File: src/rtl/clock_ui_pkg.sv
// Shared types and constants for the clock user-interface blocks:
// controller state, display page codes and edit-cursor limits.
package clock_ui_pkg;

    typedef enum logic [0:0] {
        VIEW = 1'b0,
        EDIT = 1'b1
    } uiState_t;

    localparam logic [1:0] DISP_TIME  = 2'd0;
    localparam logic [1:0] DISP_DATE  = 2'd1;
    localparam logic [1:0] DISP_ALARM = 2'd2;

    localparam logic [2:0] CUR_FIRST = 3'd5;
    localparam logic [2:0] CUR_LAST  = 3'd0;

    function automatic logic [1:0] nextDisp(input logic [1:0] disp);
        return (disp >= DISP_ALARM) ? DISP_TIME : disp + 2'd1;
    endfunction

    // Cursor walks from the seconds-units digit leftwards, then wraps.
    function automatic logic [2:0] nextCur(input logic [2:0] cur);
        return (cur == CUR_LAST) ? CUR_FIRST : cur - 3'd1;
    endfunction

endpackage

File: src/rtl/key_debounce.sv
// One active-low board key: 2-flop synchronizer, stability counter and
// registered one-cycle press/release pulses derived from the debounced level.
module key_debounce #(
    parameter int DEBOUNCE_CYCLES = 50
) (
    input  logic Clk,
    input  logic Rst_n,
    input  logic keyRaw_n,
    output logic keyLevel,
    output logic pressPulse,
    output logic releasePulse
);
    localparam int CW = $clog2(DEBOUNCE_CYCLES + 1);

    logic          syncA;
    logic          syncB;
    logic          levelPrev;
    logic [CW-1:0] cntReg;

    always_ff @(posedge Clk or negedge Rst_n) begin
        if (!Rst_n) begin
            syncA        <= 1'b1;
            syncB        <= 1'b1;
            keyLevel     <= 1'b1;
            levelPrev    <= 1'b1;
            cntReg       <= '0;
            pressPulse   <= 1'b0;
            releasePulse <= 1'b0;
        end else begin
            syncA        <= keyRaw_n;
            syncB        <= syncA;
            levelPrev    <= keyLevel;
            pressPulse   <= levelPrev & ~keyLevel;
            releasePulse <= ~levelPrev & keyLevel;
            // Any cycle where the synchronized value agrees restarts the count.
            if (syncB != keyLevel) begin
                if (cntReg == CW'(DEBOUNCE_CYCLES - 1)) begin
                    keyLevel <= syncB;
                    cntReg   <= '0;
                end else begin
                    cntReg <= cntReg + 1'b1;
                end
            end else begin
                cntReg <= '0;
            end
        end
    end

endmodule

File: src/rtl/edit_controller.sv
// Three-key clock UI controller: KEY3 short/long press handles page and edit
// navigation, KEY1/KEY2 issue increment/decrement pulses while editing.
module edit_controller
    import clock_ui_pkg::*;
#(
    parameter int DEBOUNCE_CYCLES = 50,
    parameter int LONG_CYCLES     = 1000,
    parameter int TIMEOUT_TICKS   = 10
) (
    input  logic       Clk,
    input  logic       Rst_n,
    input  logic [2:0] KEY_n,
    input  logic       tick,
    output logic       editMode,
    output logic [2:0] editCur,
    output logic [1:0] disMode,
    output logic       incPulse,
    output logic       decPulse
);
    localparam int HW = $clog2(LONG_CYCLES + 1);
    localparam int TW = $clog2(TIMEOUT_TICKS + 1);

    logic [2:0] keyLevel;
    logic [2:0] keyPress;
    logic [2:0] keyRelease;

    genvar gi;
    generate
        for (gi = 0; gi < 3; gi++) begin : gKey
            key_debounce #(
                .DEBOUNCE_CYCLES(DEBOUNCE_CYCLES)
            ) uKey (
                .Clk         (Clk),
                .Rst_n       (Rst_n),
                .keyRaw_n    (KEY_n[gi]),
                .keyLevel    (keyLevel[gi]),
                .pressPulse  (keyPress[gi]),
                .releasePulse(keyRelease[gi])
            );
        end
    endgenerate

    logic unusedKeys;
    assign unusedKeys = ^{keyLevel[1:0], keyRelease[1:0]};

    // Hold counter saturates, so a long press fires exactly once per hold and
    // its eventual release is not mistaken for a short press.
    logic [HW-1:0] holdReg;
    logic          longEvent;
    logic          shortEvent;

    assign longEvent  = !keyLevel[2] && (holdReg == HW'(LONG_CYCLES - 1));
    assign shortEvent = keyRelease[2] && (holdReg != HW'(LONG_CYCLES));

    always_ff @(posedge Clk or negedge Rst_n) begin
        if (!Rst_n) begin
            holdReg <= '0;
        end else if (keyRelease[2]) begin
            holdReg <= '0;
        end else if (!keyLevel[2] && (holdReg != HW'(LONG_CYCLES))) begin
            holdReg <= holdReg + 1'b1;
        end
    end

    uiState_t      stateReg, stateNext;
    logic [TW-1:0] tmoReg, tmoNext;
    logic [2:0]    curNext;
    logic [1:0]    dispNext;
    logic          incNext, decNext;
    logic          keyEvent;

    assign keyEvent = |keyPress;
    assign editMode = (stateReg == EDIT);

    always_ff @(posedge Clk or negedge Rst_n) begin
        if (!Rst_n) begin
            stateReg <= VIEW;
            tmoReg   <= '0;
            editCur  <= CUR_FIRST;
            disMode  <= DISP_TIME;
            incPulse <= 1'b0;
            decPulse <= 1'b0;
        end else begin
            stateReg <= stateNext;
            tmoReg   <= tmoNext;
            editCur  <= curNext;
            disMode  <= dispNext;
            incPulse <= incNext;
            decPulse <= decNext;
        end
    end

    always_comb begin
        stateNext = stateReg;
        tmoNext   = tmoReg;
        curNext   = editCur;
        dispNext  = disMode;
        incNext   = 1'b0;
        decNext   = 1'b0;
        case (stateReg)
            VIEW: begin
                tmoNext = '0;
                if (longEvent) begin
                    stateNext = EDIT;
                    curNext   = CUR_FIRST;
                end else if (shortEvent) begin
                    dispNext = nextDisp(disMode);
                end
            end
            EDIT: begin
                // Simultaneous up and down cancel each other but still count as activity.
                incNext = keyPress[0] & ~keyPress[1];
                decNext = keyPress[1] & ~keyPress[0];
                if (keyEvent) begin
                    tmoNext = '0;
                end else if (tick && (tmoReg != TW'(TIMEOUT_TICKS))) begin
                    tmoNext = tmoReg + 1'b1;
                end
                if ((tmoReg == TW'(TIMEOUT_TICKS)) || longEvent) begin
                    stateNext = VIEW;
                    curNext   = CUR_FIRST;
                    tmoNext   = '0;
                    incNext   = 1'b0;
                    decNext   = 1'b0;
                end else if (shortEvent) begin
                    curNext = nextCur(editCur);
                end
            end
            default: begin
                stateNext = VIEW;
            end
        endcase
    end

endmodule

File: config.mk
export PLATFORM = sky130hd
export DESIGN_NAME = edit_controller
export DESIGN_NICKNAME = d
export VERILOG_FILES = /design/src/rtl/clock_ui_pkg.sv /design/src/rtl/key_debounce.sv /design/src/rtl/edit_controller.sv
export SDC_FILE = /design/constraint.sdc
export NUM_CORES = 1
export LEC_CHECK = 0
export CORE_MARGIN = 1.5
export CORE_UTILIZATION = 63
export CTS_CLUSTER_DIAMETER = 200
export DETAILED_ROUTE_END_ITERATION = 8
export PLACE_DENSITY_LB_ADDON = 0.05
export SKIP_CTS_REPAIR_TIMING = 1
export SYNTH_ARGS = -nofsm -noshare
export SYNTH_HDL_FRONTEND = slang
export SYNTH_SLANG_ARGS = --single-unit
File: constraint.sdc
create_clock -name Clk -period 5.7 [get_ports Clk]
set_input_delay 0.855 -clock Clk [delete_from_list [all_inputs] [get_ports Clk]]
set_output_delay 0.855 -clock Clk [all_outputs]
set_load 0.02 [all_outputs]
# Yosys cells after proc, flatten, opt, wreduce, memory -nomap -nowiden
# Index checks and enable logic that the tools add are counted.
[op_classes] n_lt_le_gt_ge=1 bitwise_logic=14 n_reduce_logical=14 n_eq_ne=13 addsub=7 mux=25
[op_table] operator="6-bit 2-to-1 mux" count=6
[op_table] operator="10-bit 2-to-1 mux" count=2
[op_table] operator="6-bit by 1-bit adder with 6-bit output (second input constant)" count=3
[op_table] operator="6-bit equality test (second input constant)" count=3
[op_table] operator="3-bit 2-to-1 mux" count=4
[op_table] operator="4-bit 2-to-1 mux" count=3
[op_table] operator="10-bit by 1-bit adder with 10-bit output (second input constant)" count=1
[op_table] operator="10-bit equality test (second input constant)" count=1
[op_table] operator="10-bit inequality test (second input constant)" count=1
[op_table] operator="1-bit inverter" count=8
[op_table] operator="4-bit one-hot mux with 2 select lines" count=1
[op_table] operator="2-bit AND reduction" count=4
[op_table] operator="1-bit bitwise AND" count=6
[op_table] operator="1-bit 2-to-1 mux" count=6
[op_table] operator="3-bit one-hot mux with 2 select lines" count=1
[op_table] operator="4-bit by 1-bit adder with 4-bit output (second input constant)" count=1
[op_table] operator="4-bit equality test (second input constant)" count=1
[op_table] operator="1-bit logical AND" count=4
[op_table] operator="4-bit by 1-bit inequality test with 1-bit output (second input constant)" count=1
[op_table] operator="4-bit inequality test (second input constant)" count=1
[op_table] operator="3-bit logical NOT" count=1
[op_table] operator="1-bit inequality test" count=3
[op_table] operator="3-bit by 2-bit inequality test with 1-bit output (second input constant)" count=1
[op_table] operator="3-bit AND reduction" count=1
[op_table] operator="other kinds (10)" count=10
[totals] in_bits=6 elab_cells=100 reg_bits=56

# Logic depth before layout (Yosys ltp)
# Gate-level depths: netlist of the first run.
[logic_depth] depth_word=6 mapped_depth=6

# Hierarchy
# A second synthesis of the first run with hierarchy kept.
[hier_totals] cells_unflattened=221 hier_area_um2=2598.7
[by_module_without_submodules] mod="key_debounce" cells_per_inst=37 n_inst=3 area_each_um2=474.2 seq_area_each_um2=305.3
[by_module_without_submodules] mod="edit_controller" cells_per_inst=110 n_inst=1 area_each_um2=1176.1 seq_area_each_um2=553.0

# Worst setup path before layout of the first run
# OpenSTA, ideal clock, no wires.
[synth_timing] path_kind="reg2reg" start="reg holdReg[4]" end="reg disMode[0]" required_time_ns=5.575 path_slack_ns=3.921 n_path_buf=1 path_stages_with_launch=6 synth_period_minus_slack_ns=1.779 t_arrival_ns=1.653 setup_ns=0.125 cell_sequence="dfrtp_1 -> or2b_1 -> or4_4 -> buf_6 -> nand4b_4 -> mux2_4"
[synth_between] elab_chain_len=4 word_cells_on_any_way=6 classes_between="2 x eq/ne; 1 x bitwise; 3 x reduce/logical"
[synth_lines] item="start: declaration" line_no="edit_controller.sv:48" rtl="logic [HW-1:0] holdReg;"
[synth_lines] item="start signal: assignment" line_no="edit_controller.sv:61" rtl="holdReg <= holdReg + 1'b1;"
[synth_lines] item="10-bit equality test" line_no="edit_controller.sv:52" rtl="assign longEvent = !keyLevel[2] && (holdReg == HW'(LONG_CYCLES - 1));"
[synth_lines] item="1-bit logical AND" line_no="edit_controller.sv:52"
[synth_lines] item="1-bit inverter (no line)"
[synth_lines] item="3-bit AND reduction (no line) (*)"
[synth_lines] item="end signal: assignment" line_no="edit_controller.sv:87" rtl="disMode <= dispNext;"
[synth_lines] item="end: declaration" line_no="edit_controller.sv:16" rtl="output logic [1:0] disMode,"
# Every way passes the cells marked *; elsewhere a longest branch is shown, timed or not.
# A chain may end at the register's enable or synchronous reset.

# Worst setup path after layout of the first run
[layout_timing] start="reg editCur[0]" end="out editCur[0]"
[layout_lines] item="start: declaration" line_no="edit_controller.sv:15" rtl="output logic [2:0] editCur,"
[layout_lines] item="start signal: assignment" line_no="edit_controller.sv:86" rtl="editCur <= curNext;"
# No word-level cell between the ends.

==> results of run 1 <==
==> how the worst min path moves through the flow <==
stage                     slack, ps            endpoint  cells past startpoint
after floorplan                 350  gKey[0].uKey.syncB                      0
after global placement          350  gKey[2].uKey.syncB                      0
after detailed placement        350  gKey[2].uKey.syncB                      0
after CTS                       360  gKey[2].uKey.syncB                      0
after global routing            370  gKey[2].uKey.syncB                      0
final                           360  gKey[1].uKey.syncB                      0
==> power groups by stage <==
stage	Combinational, mW	Clock, mW	Sequential, mW
finish	0.0246	0.211	0.413
global placement	0.0242	0	0.419
detailed placement	0.0251	0	0.420
floorplan	0.0115	0	0.419
CTS	0.0254	0.217	0.413
global route	0.0302	0.235	0.414
==> state kept, by name, indices dropped and copies added, names as in the netlist <==
signal and flops:
gKey.uKey.cntReg 18, holdReg 10, tmoReg 4, editCur 3
gKey.uKey.keyLevel 3, gKey.uKey.levelPrev 3, gKey.uKey.pressPulse 3, gKey.uKey.syncA 3
gKey.uKey.syncB 3, disMode 2, decPulse 1, editMode 1
gKey.uKey.releasePulse 1, incPulse 1
==> cells by family after synthesis <==
kind of cell	count (synthesis)	synth area share, %
AND/OR/NAND/NOR	96	20.2
flip-flops	56	57.4
XOR/XNOR	25	8.86
buffers and inverters	11	1.97
adder cells (fa/ha/maj)	11	5.57
AO/OA/AOI/OAI	10	2.63
multiplexers	7	3.39
==> cells in the final DEF, fill, tap and decap left out, drive strengths merged, types with 2 or more instances in the layout <==
| cell | synthesis | final |
|---|---|---|
| dfrtp | 42 | 42 |
| nand2 | 13 | 13 |
| and3b | 2 | 2 |
| o21ai | 4 | 4 |
| xnor2 | 11 | 11 |
| nor2 | 39 | 39 |
| nor3 | 6 | 6 |
| nand3b | 4 | 4 |
| o22a | 2 | 2 |
| buf | 1 | 2 |
| clkbuf | 1 | 8 |
| inv | 9 | 9 |
| mux2i | 2 | 2 |
| nand3 | 9 | 9 |
| nor2b | 3 | 3 |
| xor2 | 14 | 14 |
| ha | 11 | 11 |
| or3 | 2 | 2 |
| dfstp | 14 | 14 |
| mux2 | 5 | 5 |
| nand4 | 8 | 8 |
| clkdlybuf4s50 | 0 | 12 |
| nand4b | 2 | 2 |
| nor3b | 2 | 2 |
| a21oi | 2 | 2 |
==> through the flow <==
stage	std cells	total power [mW]	area [um^2]	hold slack, ps
6_report	284	0.648	2740	359
5_1_grt	284	0.679	2740	365
4_1_cts	284	0.655	2740	360
3_5_place_dp	276	0.445	2650	347
3_3_place_gp	276	0.443	2650	346
2_1_floorplan	216	0.430	2470	345
==> layer usage <==
layer | track usage (%) | vias up | part of all wire, %
met5 | 0 | - | 0
met4 | 6.25 | 0 | 0.90
met3 | 5.48 | 4 | 2.6
met2 | 37.2 | 24 | 52
met1 | 24.2 | 746 | 45
li1 | - | 758 | -
==> worst reg2reg max path: stages, from the launching register on <==
cell and delay, ps:
dfrtp_1 430, or2b_1 280, or4_4 560, nand4b_4 140, mux2_4 300
==> layout make-up <==
cell class                 instances  area, um^2  share of cell area (%)
timing repair buffer              14         133                    4.84
sequential                        56        1420                    51.8
inverter                           9        33.8                    1.23
tap                               48        60.1                    2.19
multi-input combinational        149        1000                    36.7
clock buffer                       8        90.1                    3.29
==> run metrics, run 1 <==
setup ws final=around 3400 ps; number of fill cells=between 200 and 300; nets=around 250; antenna-violating nets left=0; Critical Path Stages=1; Max-slew headroom=about 56%; FF-to-FF path depth=4; min-delay src=gKey[1].uKey.syncA; MaxCap Viol Count=0; final setup fails=0; slew at the pin closest to its max-slew limit=between 600 and 700 ps; Primary FF master, synth=dfrtp_1; Hold Crit Class=flip-flop to flip-flop; vias in the first global route=1612; CP endpoint=editCur[0]; Cell variety after synth=36; Chip Width=between 60 and 70 um; final period utilization=between 40% and 50%; Placement Setup Slack=about 3700 ps; DIE AREA=around 0.0043 mm^2; post-layout minimum cycle time=2350 ps; Port Buffer Count=13; crit path kind=flip-flop to output pin; unrepaired setup endpoints after global routing=false; Yosys warning total=0; setup TNS=0 ps; final slew viol count=0; share of cells above drive strength 1=13.6%; drt total wl=about 3800 um; RR Endpoint=disMode[1]; Hold Violations, Final=0; most common cell in the netlist=dfrtp_1; DR pass1 iterations=4; antenna violations before repair=0; post-synth top area share=42.5%; num ports=14; crit path cell chain=clkdlybuf4s50_1; crit path capture type=output pin; Register-to-Register Setup Slack=3880 ps; post-synthesis cell area=around 0.0025 mm^2; Clock Skew=around 7.6 ps; max incr delay on CP=approximately 610 ps; htree depth=2; CTS Sinks=56; Global Route Usage Sum=roughly a fifth; Num CTS Buffers=5; worst IR drop on VDD=about 0.21 mV; R2R Path Start=holdReg[4]; critical path fanouts, max=6; Seq/Total Area, Yosys=57.4%; crit path from=editCur[0]; clock power share=approximately a third; Mean Syn Cell Area=about 11 um^2; P per Cell Area=237 mW/mm^2; ANT cells=0; Syn Inst Count=between 200 and 250; register bit total from synthesis=56; 1st-iter DRT viols=between 50 and 60; Synth area leaders=dfrtp_1, dfstp_2, nor2_1; Critical Path Start Type=flip-flop; EDFF count, synth=0; sequential power share=a little under two thirds; synth cell count leaders=dfrtp_1, nor2_1, dfstp_2, xor2_1, nand2_1; Sw Ratio=20.5%; Pint=between 0.5 and 0.6 mW; Die Y=around 66 um; Row Count=22; Post-Synthesis Net Count=233; status=finished clean; WL/cell=around 13 um; area leader, netlist=dfrtp_1; CP Data Arrival Time=1490 ps; vias=~1500; clock latency on the worst-skew pair=290 ps; Root Driver=clkbuf_8; CTS tree=yes; Comb pwr share=between 3 and 4%; DRC viols=0; Psw=between 0.1 and 0.15 mW; Clock Path Buffers=2; FFs w/ async S/R, synth=100%; post-detail-place hpwl=around 2700 um; required time worst endpoint=slightly below 5000 ps; CP max-delay cell=clkdlybuf4s50_1; gr ovfl total=0; Vias per Instance=between 5 and 6; first-pass GRT wire length=just under 7000 um; GPL Wtd Cong=about 0.83; initial core utilization=between 60% and 70%; largest net degree at the start of global routing=between 50 and 60; P&R area growth vs syn=10.8%; Leak Pwr=around 1.2 nW; post-layout util=73.7%; CP bufs+invs=1; Max Fclk=about 430 MHz; Clk pin slew, worst setup/hold paths=90 ps; cell family with most CP delay=buffers and inverters; Core Region=about 0.0037 mm^2
Note: power is estimated with default switching activity, not from simulation.
==> inputs of run 2 (changes only) <==
Settings changed: CORE_UTILIZATION 63 to 53.
Clock period 5.7 ns to 1.91 ns, I/O delays scaled along.
==> run metrics, run 2 (synthesis gave the netlist of run 1 again) <==
Vias per Instance=5.40 (about the same); most common cell after layout, fill and taps aside=dfrtp_1; multi-input logic area=0.00100 mm^2 (unchanged); clock latency on the worst-skew pair=300 ps (about the same); most frequent cells in the layout=dfrtp_1, nor2_1, xor2_1, dfstp_2, nand2_1; P&R area growth vs syn=11.9%; drt total wl=3720 um (-1.0%); initial core utilization=56.0% (-11 points); hold slack final=361 ps (+1.43 ps); unrepaired setup endpoints after global routing=false; CP Data Arrival Time=2030 ps (+540 ps); Die Y=71.3 um (+8.6%); DIE AREA=0.00508 mm^2 (+18%); crit path kind=flip-flop to flip-flop; Row Count=24 (+9.1%); P per Cell Area=706 mW/mm^2 (+200%); Cell Count Post-Placement=280 (+1.4%); DRC viols=0 (unchanged); crit path cell chain=or2b_1 -> or4_4 -> nand4b_4 -> mux2_4; CP max-delay cell=or4_4; largest net degree at the start of global routing=57 (unchanged); Num CTS Buffers=5 (unchanged); post-detail-place hpwl=2640 um (-3.3%); required time worst endpoint=2110 ps (-2740 ps); Global Route Usage Sum=16.5% (-4.3 points); antenna-violating nets left=0 (unchanged); hold depth=0 (unchanged); sequential power share=63.0% (-0.7 points); Leak Pwr=1.24 nW (+0.71%); final setup fails=0 (unchanged); CTS Sinks=56 (unchanged); slew at the pin closest to its max-slew limit=465 ps (-195 ps); htree depth=2 (unchanged); share of cells above drive strength 1=13.5% (-0.057 points); antenna violations before repair=0 (unchanged); WL/cell=12.9 um (-2.7%); Root Driver=clkbuf_8; status=finished clean; max incr delay on CP=570 ps (-40 ps); Register-to-Register Setup Slack=70 ps (-3810 ps); crit path capture type=flip-flop; num ports=14 (unchanged); Hold Violations, Final=0 (unchanged); Clk pin slew, worst setup/hold paths=90 ps (about the same); FF-to-FF path depth=4 (unchanged); max FFs per register=18 (unchanged); R2R Path Start=holdReg[4]; post-layout minimum cycle time=roughly 1800 ps; GPL Wtd Cong=0.733 (-12%); CP bufs+invs=0 (-1); Clock Path Buffers=2 (unchanged); RR Endpoint=disMode[1]; Clock Skew=6.12 ps (-1.48 ps); MaxCap Viol Count=0 (unchanged); nets=253 (+0.40%); hold endpoint=gKey[1].uKey.syncB; Max Fclk=approximately 540 MHz; vias=1560 (+1.8%); Psw=0.413 mW (+210%); Comb pwr share=4.1% (+0.3 points); DR pass1 iterations=4 (unchanged); Pint=1.54 mW (+200%); number of fill cells=356 (+39%); Critical Path Start Type=flip-flop; worst IR drop on VDD=0.633 mV (+200%); final period utilization=between 90 and 100%; cell family with most CP delay=simple AND/OR/NAND/NOR gates; CTS tree=yes; Core Region=0.00441 mm^2 (+19%); critical path fanouts, max=9 (+3); clock power share=32.9% (+0.4 points); Hold Crit Class=flip-flop to flip-flop; Largest Register=gKey.uKey.cntReg; overall power=1.95 mW (+200%); largest registers=gKey.uKey.cntReg x18, holdReg x10, tmoReg x4; fin cells=289 (+1.8%); 1st-iter DRT viols=59 (+3.5%); setup TNS=0 ps (unchanged); Register Area=0.00142 mm^2 (unchanged); Chip Width=71.3 um (+8.6%); first-pass GRT wire length=6680 um (-2.2%); vias in the first global route=1614 (+0.12%); Sw Ratio=21.1% (+0.57 points); min-delay src=gKey[1].uKey.syncA; Max-slew headroom=69.0% (+13 points); final slew viol count=0 (unchanged); ANT cells=0 (unchanged); Port Buffer Count=13 (unchanged); gr ovfl total=0 (unchanged)
==> run 2: worst max path at each step <==
stage | start | end | slack (ps) | depth (start not counted)
2_1_floorplan | holdReg[4] | disMode[0] | 130 | 5
3_3_place_gp | holdReg[4] | disMode[0] | 130 | 4
3_5_place_dp | holdReg[4] | disMode[1] | 100 | 4
4_1_cts | holdReg[4] | disMode[1] | 80 | 4
5_1_grt | holdReg[0] | disMode[0] | 30 | 5
6_report | holdReg[4] | disMode[1] | 70 | 4
==> run 2: through the flow <==
step / instance area [um^2] / util, % / worst slack, ps
6_report: 2770 / 62.7 / 74.6
5_1_grt: 2770 / 62.7 / 30.7
4_1_cts: 2760 / 62.5 / 78.3
3_5_place_dp: 2670 / 60.4 / 97.0
3_3_place_gp: 2670 / 60.4 / 133
2_1_floorplan: 2470 / - / 131
==> run 2: per-layer routing <==
| layer | global-route usage [%] | share of wire (%) | vias up |
|---|---|---|---|
| met4 | 6.50 | 1.9 | 0 |
| met5 | 0 | 0 | - |
| met1 | 18.4 | 44 | 773 |
| li1 | - | - | 756 |
| met2 | 29.5 | 50 | 24 |
| met3 | 4.92 | 3.6 | 7 |
==> run 2: power groups by stage <==
stage / Clock (mW) / Combinational, mW / Sequential (mW)
after global routing: 0.716 / 0.0947 / 1.23
after detailed placement: 0 / 0.0808 / 1.25
final: 0.644 / 0.0800 / 1.23
after floorplan: 0 / 0.0343 / 1.25
after CTS: 0.672 / 0.0813 / 1.23
after global placement: 0 / 0.0766 / 1.25
==> run 2: cell type report <==
type | instances | area share, %
timing repair buffer | 15 | 5.61
clock buffer | 8 | 3.25
multi-input combinational | 149 | 36.3
tap | 52 | 2.35
sequential | 56 | 51.3
inverter | 9 | 1.22
==> inputs of run 3 (changes only) <==
Settings changed: ABC_AREA set to 1.
==> run metrics, run 3 <==
status=finished clean; DRC viols=0 (unchanged); Hold Crit Class=flip-flop to flip-flop; EDFF count, synth=0 (unchanged); overall power=1.98 mW (+1.4%); MaxCap Viol Count=0 (unchanged); final slew viol count=0 (unchanged); setup ws final=152 ps (+77.6 ps); Placed Area=0.00282 mm^2 (+5.7%); most common cell in the netlist=nand2_1; final setup fails=0 (unchanged); fin cells=362 (+25%); WL/cell=11.3 um (-12%); Post-Synthesis Net Count=290 (+24%); crit path kind=flip-flop to output pin; CTS tree=yes; CP max-delay cell=clkdlybuf4s50_1; register bit total from synthesis=56 (unchanged); number of fill cells=386 (+8.4%); Clock Path Buffers=2 (unchanged); unrepaired setup endpoints after global routing=false; first-pass GRT wire length=7280 um (+9.0%); CP bufs+invs=1 (+1); Hold Violations, Final=0 (unchanged); final period utilization=92.0% (-4.1 points); Core Region=0.00472 mm^2 (+7.0%); drt total wl=4080 um (+9.7%); initial core utilization=55.0% (-1.0 points); antenna violations before repair=0 (unchanged); Critical Path Start Type=flip-flop; P per Cell Area=677 mW/mm^2 (-4.1%); critical path fanouts, max=4 (-5); nets=311 (+23%); hold slack final=360 ps (-0.333 ps); Primary FF master, synth=dfrtp_1; worst IR drop on VDD=0.456 mV (-28%); ANT cells=0 (unchanged); max incr delay on CP=600 ps (+30 ps); slew at the pin closest to its max-slew limit=422 ps (-43.2 ps); CTS Sinks=56 (unchanged); P&R area growth vs syn=12.7%; Cell variety after synth=31 (-14%); Global Route Usage Sum=17.7% (+1.2 points); 1st-iter DRT viols=70 (+19%); final instance area=0.00293 mm^2 (+5.7%); Placement Setup Slack=341 ps (+244 ps); htree depth=2 (unchanged); clock latency on the worst-skew pair=310 ps (about the same); crit path cell chain=clkdlybuf4s50_1; required time worst endpoint=1620 ps (-490 ps); multi-input logic area=0.00106 mm^2 (+5.4%); synth cell count leaders=nand2_1, dfrtp_1, nor2_1; post-layout minimum cycle time=1760 ps (-77.6 ps); post-layout util=62.0% (-0.74 points); Mean Syn Cell Area=9.51 um^2 (-17%); share of cells above drive strength 1=15.3% (+1.8 points); Num CTS Buffers=5 (unchanged); CP Data Arrival Time=1470 ps (-560 ps); Register-to-Register Setup Slack=350 ps (+280 ps); FFs w/ async S/R, synth=100% (unchanged); GPL Wtd Cong=0.801 (+9.3%); Max Fclk=569 MHz (+4.4%); setup TNS=0 ps (unchanged); post-synthesis cell area=0.00260 mm^2 (+5.1%); largest net degree at the start of global routing=57 (unchanged); vias=1750 (+12%); Root Driver=clkbuf_8; Die Y=73.0 um (+2.4%); vias in the first global route=1654 (+2.5%); max FFs per register=18 (unchanged); crit path capture type=output pin; Port Buffer Count=13 (unchanged); Register Area=0.00142 mm^2 (unchanged); Max-slew headroom=71.6% (+2.7 points); Chip Width=73.0 um (+2.4%); Clk pin slew, worst setup/hold paths=100 ps (about the same); Vias per Instance=4.83 (-10%); DIE AREA=0.00533 mm^2 (+4.8%); most frequent cells in the layout=nand2_1, dfrtp_1, nor2_1; largest registers=gKey.uKey.cntReg x18, holdReg x10, tmoReg x4; Leak Pwr=1.35 nW (+8.1%); area leader, netlist=dfrtp_1; Seq/Total Area, Yosys=54.6% (-2.8 points); Row Count=25 (+4.2%); Yosys warning total=0 (unchanged); Syn Inst Count=273 (+26%); Largest Register=gKey.uKey.cntReg; Synth area leaders=dfrtp_1, dfstp_2, nand2_1; post-detail-place hpwl=2880 um (+9.2%); most common cell after layout, fill and taps aside=nand2_1; Clock Skew=6.20 ps (+0.0779 ps); post-synth top area share=40.5% (-2.0 points); cell family with most CP delay=buffers and inverters; gr ovfl total=0 (unchanged); num ports=14 (unchanged); antenna-violating nets left=0 (unchanged); DR pass1 iterations=4 (unchanged); Cell Count Post-Placement=353 (+26%)
## run 3: path summary, 6_finish.rpt
kind	startpoint	to	cells after the start
worst min-delay path	gKey[0].uKey.syncA	gKey[0].uKey.syncB	0
worst max register to register	holdReg[0]	tmoReg[0]	8
max in group asynchronous	Rst_n	gKey[2].uKey.keyLevel	3
min in group asynchronous	Rst_n	holdReg[9]	3
worst max-delay path	editCur[0]	editCur[0]	1
worst min register to register	gKey[0].uKey.syncA	gKey[0].uKey.syncB	0
## run 3: report_power, final
group / internal [mW] / switching (mW) / leakage [nW]
Combinational: 0.0327 / 0.0448 / 0.592
Clock: 0.294 / 0.378 / 0.0434
Sequential: 1.21 / 0.0205 / 0.710
Total: 1.54 / 0.443 / 1.35
## run 3: logic make-up (layout without fill, tap and decap cells)
logic type	count (synthesis)	in the layout	synth area share [%]
AOI/OAI and AO/OA	23	23	5.54
and+or+nand+nor	136	136	24.3
buffers and inverters	31	53	4.62
DFF	56	56	54.6
muxes	2	2	0.867
xor gates and xnor gates	14	14	4.72
adders and majority gates	11	11	5.30
## run 3: area by class of cell
cell class | instances | area share [%]
sequential | 56 | 48.5
inverter | 30 | 3.85
clock inverter | 2 | 0.513
multi-input combinational | 186 | 36.2
timing repair buffer | 15 | 5.30
clock buffer | 6 | 2.82
tap | 67 | 2.86
## run 3: routing by layer
layer	wire [um]	part of all wire (%)	vias up	track usage [%]
met4	56	1.4	0	6.29
li1	-	-	920	-
met2	1870	46	26	28.1
met1	2040	50	798	23.6
met3	118	2.9	6	4.56
met5	0	0	-	0
==> edit 1: new RTL, settings of run 2 <==
Put a register stage on the output `editMode`, cleared by the reset. The value now appears one clock later. The other outputs are not delayed to match.
--- a/src/rtl/edit_controller.sv
+++ b/src/rtl/edit_controller.sv
@@ -70,7 +70,13 @@
     logic          keyEvent;
 
     assign keyEvent = |keyPress;
-    assign editMode = (stateReg == EDIT);
+    always_ff @(posedge Clk or negedge Rst_n) begin
+        if (!Rst_n) begin
+            editMode <= '0;
+        end else begin
+            editMode <= (stateReg == EDIT);
+        end
+    end
 
     always_ff @(posedge Clk or negedge Rst_n) begin
         if (!Rst_n) begin
Check against the original RTL: same outputs for any inputs over 10 cycles, from zero or initial values and one cycle with Rst_n low; that may be too few to reach the edited logic, so the function may still have changed.
==> edit 1 against run 2 <==
- the flow now finishes with violations (design-rule violations)
- area after synthesis grew 1.0%
- count of clock-buffer cells in the layout grew 4
- setup slack gained 0.025 ns
- global-route usage grew 1.8 points
- design area grew 6.0%
- total power grew 40%
- sequential cell count grew 1
- routed wire length grew 6.8%
==> edit 1: results (changes against run 2) <==
status=complete, but fails checks; failing checks=design-rule violations; Filler cells=352 (-1.1%); drt pass-1 iters=6 (+2); VDD IR max=0.000531 V (-16%); # nets final=257 (+1.6%); WL final=3.98 mm (+6.8%); H-tree level count=3 (+1); DRC Markers=1 (+1); pin count of the biggest net entering global routing=58 (+1.8%); P_leak=1.33 nW (+6.9%); Antenna Nets Post-Route=0 (unchanged); depth of the most critical reg-to-reg path=5 (+1); top flop regs=gKey.uKey.cntReg x18, holdReg x10, tmoReg x4; first-pass GRT wire length=7.20 mm (+7.8%); post-synthesis net count=234 (+0.43%); layout cells sized above 1=16.7% (+3.2 points); Crit-path slowest cell=clkdlybuf4s50_1; All-Layer GR Usage=18.3% (+1.8 points); Final HPWL DP=2.77 mm (+4.9%); vias in the first global route=1674 (+3.7%); CTS Buf Count=9 (+4); Hold Crit Class=in2async; Max Clock Skew=0.00621 ns (+0.0000882 ns); reg-to-reg startpoint=holdReg[0]$_DFFE_PN0P_; Final WS setup=0.0998 ns (+0.0252 ns); worst slack, placed=0.120 ns (+0.0234 ns); family with the most delay on the worst path=buffers and inverters; crit-path max FO=6 (-3); Post-synth top cells=dfrtp_1 (43), nor2_1 (39), dfstp_2 (14), xor2_1 (14), nand2_1 (13); clock slew seen by the registers of the worst setup and hold paths=0.07 ns (-0.02 ns); Arr. time, crit path=1.52 ns (-0.51 ns); worst skew pair latency=0.33 ns (+0.03 ns); vias per cell=5.36 (-0.76%); slew margin rel.=54.7% (-14 points); diode count=0 (unchanged); initial DRC count=56 (-5.1%); main area contributors after synthesis=dfrtp_1 (43%), dfstp_2 (15%), nor2_1 (5.9%); r2r endpoint=disMode[0]$_DFFE_PN0P_; CP max stage delay=0.61 ns (+0.04 ns); Final GP Congestion=0.816 (+11%); post-synthesis sequential area ratio=57.8% (+0.43 points)
[edit 1: cell types whose count changed after synthesis, sizes merged]
cell / delta
dfrtp: +1
[edit 1: stage by stage]
step,utilization (%),cell area [um^2],hold WS [ns],power [W],instances
floorplan,-,2500,-0.00909,0.00131,217
global placement,60.3,2680,0.349,0.00135,281
CTS,66.0,2930,0.105,0.00276,297
detailed placement,60.3,2680,0.349,0.00135,281
finish,66.0,2930,0.0856,0.00274,297
global route,66.0,2930,0.132,0.00283,297
[edit 1: how the worst max path moves through the flow]
stage	cells past startpoint	endpoint	start
global placement	4	disMode[0]$_DFFE_PN0P_	holdReg[4]$_DFFE_PN0P_
detailed placement	4	disMode[0]$_DFFE_PN0P_	holdReg[4]$_DFFE_PN0P_
global route	5	disMode[0]$_DFFE_PN0P_	holdReg[0]$_DFFE_PN0P_
floorplan	5	disMode[0]$_DFFE_PN0P_	holdReg[4]$_DFFE_PN0P_
finish	1	editCur[0]	editCur[0]$_DFFE_PN1P_
CTS	1	editCur[0]	editCur[0]$_DFFE_PN1P_
[edit 1: cell type report]
type	instances	share of cell area [%]
sequential	57	49.2
multi-input combinational	149	34.2
clock buffer	12	5.29
timing repair buffer	14	4.52
clock inverter	4	3.37
tap	52	2.22
inverter	9	1.15
[edit 1: logic make-up (layout without fill, tap and decap cells)]
logic type               Yosys count  after routing  share of synthesized area [%]
XOR/XNOR                          25             25                           8.77
buffers and inverters             11             39                           1.95
AO/OA/AOI/OAI                     10             10                           2.61
multiplexers                       7              7                           3.36
flip-flops                        57             57                           57.8
AND/OR/NAND/NOR                   96             96                           20.0
adder cells (fa/ha/maj)           11             11                           5.51
[edit 1: report_power, final]
group | switching (W) | total, W | internal, W
clock network | 0.000467 | 0.00141 | 0.000941
registers | 0.0000186 | 0.00125 | 0.00124
logic | 0.0000466 | 0.0000751 | 0.0000284
total | 0.000532 | 0.00274 | 0.00220
[edit 1: metal layers]
layer,GRT usage [%],vias to the layer above,routed length (um)
met5,0,-,0
met4,7.55,0,72
met3,5.20,9,154
met2,29.5,34,1880
met1,23.2,777,1870
li1,-,771,-
==> edit 2: new RTL, settings of run 2 <==
Made on the original files. The parameter `TIMEOUT_TICKS` goes from 10 to 11.
--- a/src/rtl/edit_controller.sv
+++ b/src/rtl/edit_controller.sv
@@ -5,7 +5,7 @@
 #(
     parameter int DEBOUNCE_CYCLES = 50,
     parameter int LONG_CYCLES     = 1000,
-    parameter int TIMEOUT_TICKS   = 10
+    parameter int TIMEOUT_TICKS   = 11
 ) (
     input  logic       Clk,
     input  logic       Rst_n,
Check against the original RTL: no difference found for any inputs over 10 cycles, from zero or initial values and one cycle with Rst_n low; that may be too few to reach the edited logic, so the function may still have changed.
==> edit 2 against run 2 <==
- utilization rose by 0.59 points
- routed wire length up 3.6%
- sequential share of layout area fell by 0.82 points
- first-iteration DRC count grew 24%
- total power down 2.3%
- sequential cell count stayed put
- area after synthesis rose by 1.4%
- design area is 1.6% higher
- setup slack better by 0.061 ns
==> edit 2: results (changes against run 2) <==
first-pass GRT wire length=6.91 mm (+3.5%); distinct cell type count after synthesis=40 (+11%); crit-path max FO=5 (-4); Cell Area, Placed=2720 um^2 (+2.0%); post-synthesis net count=234 (+0.43%); Final GP Congestion=0.846 (+15%); Non-Filler Instances=293 (+1.4%); via count=1593 (+2.1%); Final HPWL DP=2.79 mm (+5.7%); vias in the first global route=1676 (+3.8%); All-Layer GR Usage=17.1% (+0.55 points); Adder-Cell Fraction of Synth Area=4.99% (-0.58 points); Crit-path slowest cell=clkdlybuf4s50_1; initial DRC count=73 (+24%); r2r endpoint=disMode[1]$_DFFE_PN0P_; depth of the most critical reg-to-reg path=5 (+1); Hold WS=0.360 ns (-0.00109 ns); Filler cells=344 (-3.4%); WL final=3.86 mm (+3.6%); XOR/XNOR Fraction of Synth Area=8.38% (-0.47 points); family with the most delay on the worst path=buffers and inverters; slew margin rel.=77.5% (+8.6 points); worst skew pair latency=0.30 ns (about the same); drt pass-1 iters=6 (+2); placed insts=284 (+1.4%); post-synthesis sequential area ratio=56.6% (-0.80 points); Slew Limit Fails=0 (unchanged); main area contributors after synthesis=dfrtp_1 (42%), dfstp_2 (15%), nor2_1 (5.7%); Arr. time, crit path=1.49 ns (-0.54 ns); Max Clock Skew=0.00446 ns (-0.00167 ns); mux cell area share after synthesis=3.04% (-0.35 points); P_leak=1.24 nW (about the same); Post-Syn Instances=218 (+0.93%); worst slack, placed=0.268 ns (+0.171 ns); # nets final=256 (+1.2%); H-tree level count=2 (unchanged); status=finished clean; VDD IR max=0.000461 V (-27%); layout cells sized above 1=14.5% (+1.0 points); R2R Setup Slk=0.24 ns (+0.17 ns); Post-synth top cells=dfrtp_1 (42), nor2_1 (38), nand2_1 (15); CP max stage delay=0.61 ns (+0.04 ns); reg-to-reg startpoint=holdReg[0]$_DFFE_PN0P_
-- edit 2: routing by layer --
metal | part of all wire [%] | GRT usage, %
met1 | 44 | 20.0
met2 | 52 | 30.2
met3 | 2.9 | 4.36
met4 | 1.5 | 6.08
met5 | 0 | 0
-- edit 2: where the power goes --
group | switching (W) | total, W | internal [W] | leakage (nW)
Sequential | 0.0000178 | 0.00123 | 0.00121 | 0.710
Clock | 0.000341 | 0.000599 | 0.000258 | 0.0422
Combinational | 0.0000470 | 0.0000804 | 0.0000334 | 0.491
Total | 0.000406 | 0.00191 | 0.00150 | 1.24
-- edit 2: final cells by class --
| type | instances | area share [%] |
|---|---|---|
| Sequential cell | 56 | 50.4 |
| Multi-Input combinational cell | 152 | 37.4 |
| Timing Repair Buffer | 16 | 5.78 |
| Clock buffer | 7 | 2.71 |
| Tap cell | 52 | 2.31 |
| Inverter | 9 | 1.20 |
| Clock inverter | 1 | 0.178 |
-- edit 2: per-stage QoR --
stage,utilization (%),total power [W]
final,63.3,0.00191
after global routing,63.3,0.00199
after CTS,63.1,0.00195
after detailed placement,61.2,0.00134
after global placement,61.2,0.00133
after floorplan,-,0.00128
-- edit 2: cell families (layout without fill, tap and decap cells) --
| logic type | after synthesis | count (layout) |
|---|---|---|
| simple gates | 94 | 94 |
| flops | 56 | 56 |
| xor+xnor | 24 | 24 |
| compound gates | 17 | 17 |
| fa+ha+maj | 10 | 10 |
| buf+inv | 10 | 33 |
| mux | 7 | 7 |
-- edit 2: worst max path at each step --
stage,start,to,slack [ns],cells past startpoint
3_3_place_gp,holdReg[0]$_DFFE_PN0P_,disMode[0]$_DFFE_PN0P_,0.34,6
4_1_cts,editCur[0]$_DFFE_PN1P_,editCur[0],0.13,1
2_1_floorplan,holdReg[0]$_DFFE_PN0P_,disMode[0]$_DFFE_PN0P_,0.39,6
6_report,editCur[0]$_DFFE_PN1P_,editCur[0],0.14,1
5_1_grt,editCur[2]$_DFFE_PN1P_,editCur[2],0.1,1
3_5_place_dp,holdReg[0]$_DFFE_PN0P_,disMode[1]$_DFFE_PN0P_,0.27,5
